`config.mk`:
```
export PLATFORM = sky130hd
export DESIGN_NAME = load_buffer
export DESIGN_NICKNAME = d
export VERILOG_FILES = /design/src/rtl/load_buffer.sv
export SDC_FILE = /design/constraint.sdc
export NUM_CORES = 1
export LEC_CHECK = 0
export ABC_AREA = 1
export CAP_MARGIN = 30
export CORE_AREA = 3 3 175 177
export DETAILED_ROUTE_END_ITERATION = 8
export DIE_AREA = 0 0 178 180
export PLACE_DENSITY = 0.82
export RECOVER_POWER = 100
export REMOVE_ABC_BUFFERS = 1
export SLEW_MARGIN = 20
export SYNTH_ARGS = -nofsm -noshare
export SYNTH_HDL_FRONTEND = slang
export SYNTH_SLANG_ARGS = --single-unit
```
`constraint.sdc`:
```
create_clock -name clk_in -period 10.46 [get_ports clk_in]
set_input_delay 2.092 -clock clk_in [delete_from_list [all_inputs] [get_ports clk_in]]
set_output_delay 2.092 -clock clk_in [all_outputs]
set_load 0.03 [all_outputs]
```
`src/rtl/load_buffer.sv`:
```
// rtl/load_buffer.sv - in-order load queue with single outstanding memory read and CDB broadcast
// Optional feature macro: LBUFFER_BYPASS_EN (same-edge issue for an enqueue into an empty idle buffer)

`ifndef LB
`define LB  6'd0
`endif
`ifndef LH
`define LH  6'd1
`endif
`ifndef LW
`define LW  6'd2
`endif
`ifndef LBU
`define LBU 6'd4
`endif
`ifndef LHU
`define LHU 6'd5
`endif

module load_buffer #(
    parameter int DEPTH = 8,
    parameter int ROB_W = 4,
    parameter int OP_W  = 6
) (
    input  logic             clk_in,
    input  logic             rst_in,
    input  logic             rdy_in,
    input  logic             addrunit_lbuffer_en_in,
    input  logic [31:0]      addrunit_lbuffer_addr_in,
    input  logic [ROB_W-1:0] addrunit_lbuffer_dest_in,
    input  logic [OP_W-1:0]  addrunit_lbuffer_opcode_in,
    output logic             lbuffer_rs_rdy_out,
    output logic             lbuffer_mem_en_out,
    output logic [31:0]      lbuffer_mem_addr_out,
    output logic [1:0]       lbuffer_mem_size_out,
    input  logic             mem_lbuffer_rdy_in,
    input  logic             mem_lbuffer_valid_in,
    input  logic [31:0]      mem_lbuffer_data_in,
    input  logic             rob_lbuffer_rst_in,
    output logic [ROB_W-1:0] cdb_lbuffer_b_out,
    output logic [31:0]      cdb_lbuffer_result_out
);

    localparam int PTR_W = $clog2(DEPTH);
    localparam int CNT_W = PTR_W + 1;

    typedef enum logic [1:0] {
        S_IDLE  = 2'd0,
        S_WAIT  = 2'd1,
        S_DRAIN = 2'd2
    } state_t;

    state_t state;
    state_t state_next;

    logic [31:0]      addr_q [DEPTH];
    logic [ROB_W-1:0] dest_q [DEPTH];
    logic [OP_W-1:0]  op_q   [DEPTH];

    logic [PTR_W-1:0] head;
    logic [PTR_W-1:0] tail;
    logic [CNT_W-1:0] count;

    logic             live;
    logic             enq;
    logic             pop;
    logic             issue;
    logic             issue_bypass;
    logic             empty;
    logic             full;
    logic [31:0]      issue_addr;
    logic [OP_W-1:0]  issue_op;

    function automatic logic [1:0] size_of(input logic [OP_W-1:0] op);
        case (op)
            `LB, `LBU: size_of = 2'd0;
            `LH, `LHU: size_of = 2'd1;
            default:   size_of = 2'd2;
        endcase
    endfunction

    function automatic logic [31:0] extend(input logic [OP_W-1:0] op, input logic [31:0] d);
        case (op)
            `LB:     extend = {{24{d[7]}}, d[7:0]};
            `LH:     extend = {{16{d[15]}}, d[15:0]};
            `LBU:    extend = {24'd0, d[7:0]};
            `LHU:    extend = {16'd0, d[15:0]};
            default: extend = d;
        endcase
    endfunction

    assign empty = (count == '0);
    assign full  = (count == CNT_W'(DEPTH));

    // One slot of slack covers a request already in flight inside the address unit.
    assign lbuffer_rs_rdy_out = (count < CNT_W'(DEPTH - 1));

    // Per-edge decisions: enqueue, issue, pop and the next controller state.
    always_comb begin
        live = rdy_in && !rob_lbuffer_rst_in;
        enq  = live && addrunit_lbuffer_en_in && !full;
`ifdef LBUFFER_BYPASS_EN
        issue_bypass = live && (state == S_IDLE) && empty &&
                       addrunit_lbuffer_en_in && mem_lbuffer_rdy_in;
`else
        issue_bypass = 1'b0;
`endif
        issue = issue_bypass ||
                (live && (state == S_IDLE) && !empty && mem_lbuffer_rdy_in);
        pop   = live && (state == S_WAIT) && mem_lbuffer_valid_in;
        issue_addr = issue_bypass ? addrunit_lbuffer_addr_in   : addr_q[head];
        issue_op   = issue_bypass ? addrunit_lbuffer_opcode_in : op_q[head];

        state_next = state;
        if (rdy_in) begin
            if (rob_lbuffer_rst_in) begin
                // A flushed outstanding read still returns; DRAIN swallows it.
                if (state == S_WAIT) begin
                    state_next = S_DRAIN;
                end
            end else begin
                case (state)
                    S_IDLE:  if (issue)                state_next = S_WAIT;
                    S_WAIT:  if (mem_lbuffer_valid_in) state_next = S_IDLE;
                    S_DRAIN: if (mem_lbuffer_valid_in) state_next = S_IDLE;
                    default:                           state_next = S_IDLE;
                endcase
            end
        end
    end

    // Controller state register.
    always_ff @(posedge clk_in) begin
        if (!rst_in) begin
            state <= S_IDLE;
        end else begin
            state <= state_next;
        end
    end

    // Entry storage; written only on an accepted enqueue.
    always_ff @(posedge clk_in) begin
        if (enq) begin
            addr_q[tail] <= addrunit_lbuffer_addr_in;
            dest_q[tail] <= addrunit_lbuffer_dest_in;
            op_q[tail]   <= addrunit_lbuffer_opcode_in;
        end
    end

    // Pointers, occupancy and registered memory/CDB outputs.
    always_ff @(posedge clk_in) begin
        if (!rst_in) begin
            head                   <= '0;
            tail                   <= '0;
            count                  <= '0;
            lbuffer_mem_en_out     <= 1'b0;
            lbuffer_mem_addr_out   <= 32'd0;
            lbuffer_mem_size_out   <= 2'd0;
            cdb_lbuffer_b_out      <= '0;
            cdb_lbuffer_result_out <= 32'd0;
        end else if (!rdy_in) begin
            lbuffer_mem_en_out <= 1'b0;
            cdb_lbuffer_b_out  <= '0;
        end else begin
            lbuffer_mem_en_out <= issue;
            cdb_lbuffer_b_out  <= pop ? dest_q[head] : '0;
            if (pop) begin
                cdb_lbuffer_result_out <= extend(op_q[head], mem_lbuffer_data_in);
            end
            if (issue) begin
                lbuffer_mem_addr_out <= issue_addr;
                lbuffer_mem_size_out <= size_of(issue_op);
            end
            if (rob_lbuffer_rst_in) begin
                head  <= '0;
                tail  <= '0;
                count <= '0;
            end else begin
                if (enq) begin
                    tail <= tail + 1'b1;
                end
                if (pop) begin
                    head <= head + 1'b1;
                end
                case ({enq, pop})
                    2'b10:   count <= count + 1'b1;
                    2'b01:   count <= count - 1'b1;
                    default: count <= count;
                endcase
            end
        end
    end

endmodule

```
Word level (Yosys, flattened, before mapping)
Memories as Yosys holds them, arrays and structs flattened. A register that Yosys moved wholly into a read port is not among the register bits.
Cells that the tools add are included.
{ "totals": {"ramBits": 336, "memories": 3, "inputBits": 81, "regBits": 47, "output_inout_bits": 72, "word_cells": 73} }
{ "mem_list": {"columns": ["name", "words", "word_bits", "rd", "rd_ports_with_merged_regs", "wr", "line", "rtl"], "rows": [
  ["addr_q", 8, 32, 1, 1, 1, "56", "logic [31:0] addr_q [DEPTH];"],
  ["op_q", 8, 6, 1, 1, 1, "58", "logic [OP_W-1:0] op_q [DEPTH];"],
  ["dest_q", 8, 4, 1, 1, 1, "57", "logic [ROB_W-1:0] dest_q [DEPTH];"]
]} }
{ "classes": {"reduce_logical": 30, "order_cmp": 1, "n_addsub": 4, "mux": 17, "n_eq_ne": 11} }
{ "ops": {"columns": ["op", "n"], "rows": [
  ["one-hot mux 32 bit (4 select lines)", 1],
  ["two-way mux 3 bit", 6],
  ["equality test 6 x 3 -> 1 bit, second input constant", 2],
  ["AND reduction 2 bit", 6],
  ["logical AND 1 bit", 8],
  ["two-way mux 2 bit", 4],
  ["one-hot mux 2 bit (2 select lines)", 2],
  ["one-hot mux 4 bit (2 select lines)", 1],
  ["adder 3 x 1 -> 3 bit, second input constant", 2],
  ["equality test 6 x 1 -> 1 bit, second input constant", 1],
  ["logical NOT 6 bit", 1],
  ["OR reduction 2 bit", 3],
  ["logical NOT 1 bit", 5],
  ["adder 4 x 1 -> 4 bit, second input constant", 1],
  ["equality test 2 x 1 -> 1 bit, second input constant", 2],
  ["equality test 2 bit, second input constant", 2],
  ["equality test 4 bit, second input constant", 1],
  ["logical NOT 4 bit", 1],
  ["< comparator 4 x 3 -> 1 bit, second input constant", 1],
  ["two-way mux 4 bit", 1],
  ["AND reduction 4 bit", 1],
  ["nonzero test 2 bit", 2],
  ["subtractor 4 x 1 -> 4 bit, second input constant", 1],
  ["inequality test 3 x 1 -> 1 bit, second input constant", 1],
  ["6 further kinds", 7]
]} }

Longest topological paths before layout
Gate-level depths: netlist of run 1.
{ "logic_depth": {"ltp_word": 8, "ltp_mapped": 15, "mapped_depth_nobuf": 15} }

Worst setup path after synthesis of run 1
OpenSTA, ideal clock, no wires.
{ "synth_path": {"path_type": "input -> register", "from": "input rdy_in", "to": "memory addr_q[0][0] (enable)", "required_time_ps": 10019, "slack_ps": 5516, "path_stages": 5, "arrival_time_ps": 4503, "setup_time_ps": 441, "cell_sequence": "inv_1 > nor2_2 > nand3_1 > or2_2 > nor2_1"} }
{ "synth_between": {"elab_chain_len": 5} }
{ "synth_rtl": {"columns": ["item", "line", "rtl"], "rows": [
  ["from (decl)", "27", "input logic rdy_in,"],
  ["logical AND 1 bit", "100", "live = rdy_in && !rob_lbuffer_rst_in;"],
  ["logical AND 1 bit (2 in a row)", "101", "enq = live && addrunit_lbuffer_en_in && !full;"],
  ["two-way mux 1 bit", "143", "if (enq) begin"],
  ["two-way mux 1 bit (not written as such)", "144", "addr_q[tail] <= addrunit_lbuffer_addr_in;"],
  ["to (decl)", "56", null]
]} }
Every way passes these cells.

Final worst setup path of run 1
{ "layout_path": {"from": "input rst_in", "to": "register cdb_lbuffer_b_out[1] (read register of dest_q)"} }
{ "layout_between": {"elab_chain_len": 2} }
{ "layout_rtl": {"columns": ["item", "line", "rtl"], "rows": [
  ["from (decl)", "26", "input logic rst_in,"],
  ["AND reduction 3 bit (no source line)", null, null],
  ["logical NOT 1 bit (no source line)", null, null],
  ["to (decl)", "40", "output logic [ROB_W-1:0] cdb_lbuffer_b_out,"]
]} }
Every way passes these cells.
A chain may end at the register's enable or synchronous reset.

==> out/qor.yml, run 1 <==
tns_ns: 0
die_w_um: 178
drt_wl_total_mm: 36.7
grt_pass1_wl_mm: 57.8
power_frac_comb_pct: 3.5
place_worst_setup_slack_ns: 5.89
synth-async-reset-ratio_pct: 0
row_count: 63
area_delta_synth_final_pct: 19.3
seq_power_share_pct: 53.2
crit_path_end_kind: "flop"
clockRootBuffer: "clkbuf_16"
post_cts_buffers: 0
crit_fanout: 66
grt_max_degree: 115
p_int_w: 0.00274
finalMaxSlewViolations: 411
vias: 11100
num-fill-cells: 2000
min_period_ns: 5.82
grt_util_all_layers_pct: 22.4
synthesis.area_mm2: 0.0165
timing.fmax_ghz: 0.172
worstReg2RegStart: "count[1]"
drive_gt1_share_pct: 8.62
drtAntennaViolNets: 0
cts_max_level: 2
dp_hpwl_mm: 20.6
min_path_type: "reg2reg"
cts_buffers: 42
pwr-share-clk_pct: 43.4
clock-sinks: 422
drv_cap: 9
start_kind: "input port"
tightestPinTransition_ns: 2.90
rsz0062_at_grt: "no"
dr.pass1.iters: 5
hold_viol: 0
synth_seq_area_share_pct: 71.6
grt_pass1_vias: 11100
p_sw_share_pct: 20.2
synth.ff_latch_count: 422
wire_per_inst_um: 19.0
viasPerCell: 5.74
synth_cell_type_count: 41
synth_ff_type: "edfxtp_1"
drt_iter0_drc: 1105
reg2reg_to: "addr_q[0][16]"
crit_start: "rst_in"
irDropWorstVdd_v: 0.000144
num-nets-final: 1585
violations: "capacitance limit, slew limit"
setup_violations: 0
clk_latency_ns: 0.54
synth_edf_count: 336
io_buffers: 152
antenna_found_initial: 1
yosys_warnings: 0
cts_resized: 0
avgSynthCellArea_um2: 12.1
status: "finished, violations left"
coreArea_mm2: 0.0294
finalWorstSetupSlack_ns: 4.64
clkSlewWorstSetupHoldPaths_ns: 0.06
die_height_um: 180
gp_congestion: 0.771
drc_errors: 0
ios: 153
start_util_pct: 56.1
critPathCapture: "cdb_lbuffer_b_out[1]"
r2r_cells: 6
fin_skew_ns: 0.0149
fin_crit_sh_pct: 55.7
grt-ovfl-total: 0
postCtsHoldBufs: 0
power_switching_w: 0.000694
timing.hold.ws_ns: 0.467
synth_cells: 1368
arrival_ns: 6.28
slew_headroom_pct: -93.3
rrSetupSlack_ns: 6.53
die_area_mm2: 0.0320
cp.required_ns: 10.92
p_leak_nw: 7.16
crit_type: "in2reg"
clk_path_buf_depth: 3
cts_tree: "done"
p_per_area_mw_per_mm2: 175
==> cell usage in the layout (no fill, tap or decap), drive strengths merged, types with 2 or more instances in the layout <==
master	n
a21oi	66
a31oi	4
buf	9
bufinv	3
clkbuf	70
clkdlybuf4s50	36
clkinv	11
dfxtp	86
diode	3
dlygate4sd3	115
edfxtp	336
ha	6
inv	81
nand2	128
nand3	49
nand4	3
nor2	205
o211ai	3
o21ai	245
o221ai	34
o22ai	34
xor2	2
==> registers in the layout, indices dropped and copies added (netlist names), 2 cells and up, named ones only <==
name,cells
cdb_lbuffer_b_out,4
dest_q,32
lbuffer_mem_addr_out,32
addr_q,256
cdb_lbuffer_result_out,32
lbuffer_mem_size_out,2
op_q,48
count,4
state,2
tail,3
head,3
==> worst min-delay path by stage <==
| stage | startpoint | depth (start not counted) | to | slack, ns |
|---|---|---|---|---|
| final | state[1] | 2 | state[1] | 0.47 |
| after global routing | state[1] | 2 | state[1] | 0.50 |
| after CTS | state[1] | 2 | state[1] | 0.47 |
| after detailed placement | state[1] | 2 | state[1] | 0.46 |
| after global placement | state[1] | 2 | state[1] | 0.45 |
| after floorplan | state[1] | 2 | state[1] | 0.44 |
==> cells in the mapped netlist (2+ instances only) <==
cell type    n  area [um2]
buf_6        5        56.3
a21oi_2     13         114
nand2_1    115         432
o21ai_0    231        1160
nor2_8       2        40.0
edfxtp_1   336       10100
buf_1        2        7.51
o221ai_1    34         298
nor2_1     199         747
o22ai_1     34         213
ha_1         6        75.1
nand2_4      5        56.3
inv_4        2        12.5
nor2_4       3        33.8
dfxtp_1     86        1720
nand2_2      8        50.1
clkbuf_1    61         229
a21oi_1     53         265
inv_1       71         267
o21ai_1     13        65.1
buf_2       12        60.1
nand3_2      7        70.1
buf_8        2        30.0
xor2_1       2        17.5
a31oi_1      4        25.0
o211ai_1     3        22.5
inv_2        3        11.3
nand3_1     42         210
nand4_1      2        12.5
==> final cells by class <==
class | instances | area (um2) | share of cell area, %
clock inverters | 17 | 179 | 0.909
well taps | 390 | 488 | 2.48
diodes | 3 | 7.51 | 0.0381
repair buffers | 169 | 1650 | 8.37
flip-flops and latches | 422 | 11800 | 60.0
clock buffers | 61 | 1200 | 6.08
inverters | 78 | 308 | 1.56
multi-input cells | 785 | 4040 | 20.5
==> cell families after synthesis <==
group	Yosys count	share of synthesized area [%]
DFF	422	71.6
xor gates and xnor gates	2	0.106
and+or+nand+nor	388	10.3
AOI/OAI and AO/OA	389	13.3
buffers and inverters	161	4.29
adders and majority gates	6	0.455
==> critical path, cell delays in order <==
cell	delay [ns]
buf_2	0.07
clkbuf_1	2.02
inv_1	1.05
nor2_1	0.65
o21ai_0	0.18
a31oi_1	0.18
==> metrics by stage <==
step,instance area [um2],utilization (%),cells,total power [W]
global placement,18300,62.2,1841,0.00198
finish,19700,66.9,1925,0.00344
global route,19700,66.9,1923,0.00353
floorplan,16100,-,1285,0.00191
CTS,19700,66.9,1920,0.00346
detailed placement,18300,62.2,1842,0.00198
==> power by group through the flow <==
stage	clock [W]	combinational, W	sequential, W
3_3_place_gp	0	0.000118	0.00186
3_5_place_dp	0	0.000122	0.00186
6_report	0.00149	0.000119	0.00183
5_1_grt	0.00158	0.000130	0.00183
4_1_cts	0.00151	0.000124	0.00183
2_1_floorplan	0	0.0000390	0.00187
==> metal layers <==
layer	up-vias	part of all wire, %	global-route usage, %
met4	0	2.0	6.44
li1	5172	-	-
met2	456	51	39.3
met1	5354	40	28.9
met3	74	7.0	3.57
met5	-	0	0
No activity file was read; power rests on OpenSTA's default activity.
==> run 2: changes to the inputs <==
- CORE_AREA: 3 3 175 177 -> 3 3 183 185
- DIE_AREA: 0 0 178 180 -> 0 0 186 188
- PLACE_DENSITY: 0.82 -> 0.79
- clock period: 10.46 -> 4.8 ns (I/O delays scaled with it)
==> out/qor.yml, run 2 (same netlist as run 1, synthesis figures left out) <==
crit_path_end_kind: "flop"
dr.pass1.iters: 8  # +3
largest_registers: "addr_q: 256 flops, op_q: 48 flops"
timing.fmax_ghz: 0.275
start_kind: "input port"
layout_common_cells: "edfxtp_1, o21ai_0, nor2_1"
num-nets-final: 1586  # +0.063%
ios: 153  # unchanged
rrSetupSlack_ns: 1.70  # -4.83 ns
start_util_pct: 51.2  # -4.9 points
top_register: "addr_q"
drive_gt1_share_pct: 8.68  # +0.060 points
cp.required_ns: 4.96  # -5.96 ns
tightestPinTransition_ns: 1.54  # -1.36 ns
hold_viol: 0  # unchanged
clk_latency_ns: 0.54  # about the same
clock-sinks: 422  # unchanged
vias: 11100  # +0.52%
grt_max_degree: 93  # -19%
p_per_area_mw_per_mm2: 380  # +120%
die_area_mm2: 0.0350  # +9.1%
row_count: 66  # +4.8%
rsz0062_at_grt: "no"
grt_pass1_wl_mm: 57.7  # -0.15%
min_period_ns: 3.63
postCtsHoldBufs: 0  # unchanged
cts_resized: 0  # unchanged
clk_path_buf_depth: 3  # unchanged
drv_cap: 1  # -8
largest_reg_flops: 256  # unchanged
fin_skew_ns: 0.0150  # +0.0000598 ns
violations: "capacitance limit, slew limit"
timing.hold.ws_ns: 0.472  # +0.00569 ns
status: "finished, violations left"
irDropWorstVdd_v: 0.000280  # +95%
grt-ovfl-total: 0  # unchanged
io_buffers: 152  # unchanged
post_cts_buffers: 0  # unchanged
coreArea_mm2: 0.0322  # +9.5%
dp_hpwl_mm: 21.7  # +5.1%
drt_wl_total_mm: 37.2  # +1.5%
drc_errors: 0  # unchanged
grt_pass1_vias: 11000  # -0.76%
clockRootBuffer: "clkbuf_16"
min_path_type: "reg2reg"
viasPerCell: 5.72  # -0.46%
mostFrequentLayoutCell: "edfxtp_1"
area_delta_synth_final_pct: 19.9
grt_util_all_layers_pct: 20.8  # -1.7 points
slew_headroom_pct: -2.72  # +91 points
fin_area_mm2: 0.0198  # +0.51%
finalPower_w: 0.00753  # +120%
gp_congestion: 0.826  # +7.1%
crit_type: "in2reg"
die_height_um: 188  # +4.4%
cts_max_level: 2  # unchanged
clkSlewWorstSetupHoldPaths_ns: 0.06  # about the same
arrival_ns: 3.80  # -2.48 ns
drt_iter0_drc: 1144  # +3.5%
cts_buffers: 42  # unchanged
drtAntennaViolNets: 0  # unchanged
num-fill-cells: 2378  # +19%
fin_crit_sh_pct: 75.7
finalMaxSlewViolations: 18  # -96%
setup_violations: 0  # unchanged
p_leak_nw: 7.20  # +0.67%
cts_tree: "done"
antenna_found_initial: 3  # +2
crit_fanout: 20  # -70%
wire_per_inst_um: 19.2  # +0.55%
placed_cell_area_mm2: 0.0184  # +0.55%
die_w_um: 186  # +4.5%
==> run 2: changes by cell type in the layout (fill, tap and decap cells not counted), moves of 2 or more <==
cell	change
clkbuf_1	-6
buf_12	+5
buf_4	+4
clkbuf_8	+4
clkinv_2	-4
nor2_1	+3
clkinv_8	+2
inv_1	+2
inv_2	-2
inv_6	-2
nor2_4	-2
==> run 2: report_power, final <==
group	total [W]	switching [W]	internal (W)	leakage, nW
registers	0.00398	0.0000119	0.00397	3.72
clock network	0.00329	0.00133	0.00196	0.687
logic	0.000262	0.000162	0.0000998	2.79
total	0.00753	0.00150	0.00603	7.20
==> run 2: worst paths after layout <==
check / start / to / depth (start not counted)
setup reg to reg: flop / cdb_lbuffer_result_out[17] / 9
hold / removal: state[1] / state[1] / 2
setup / recovery: rdy_in / dest_q[4][2] / 7
hold reg to reg: state[1] / state[1] / 2
==> run 2: critical path, stage by stage <==
cell           delay (ns)
dlygate4sd3_1        0.59
inv_1                0.09
nor2_1               0.16
nand3_1              0.22
or2_0                0.47
nor2_4               0.63
clkbuf_1             0.66
==> run 2: layout make-up <==
type	instances	area [um2]	area share (%)
timing repair buffer	170	1730	8.73
clock inverter	13	161	0.816
clock buffer	65	1250	6.31
multi-input combinational	785	4010	20.2
sequential	422	11800	59.7
antenna	3	7.51	0.0379
inverter	78	308	1.56
tap	408	510	2.58
==> run 2: layer usage <==
layer  vias up  routed length [um]  part of all wire (%)  GRT usage, %
met5         -                  13                 0.035             0
li1       5181                   -                     -             -
met3        74                2970                   8.0          4.35
met4         2                 849                   2.3          7.25
met2       491               17900                    48          34.0
met1      5366               15500                    42          27.7
==> run 2: metrics by stage <==
step / util [%] / cells / setup TNS, ns / setup WS (ns)
floorplan: - / 1285 / -52.50 / -1.47
global placement: 57.1 / 1861 / 0 / 1.24
detailed placement: 57.1 / 1862 / 0 / 1.18
CTS: 61.5 / 1940 / 0 / 1.73
global route: 61.4 / 1943 / 0 / 1.03
finish: 61.4 / 1944 / 0 / 1.17
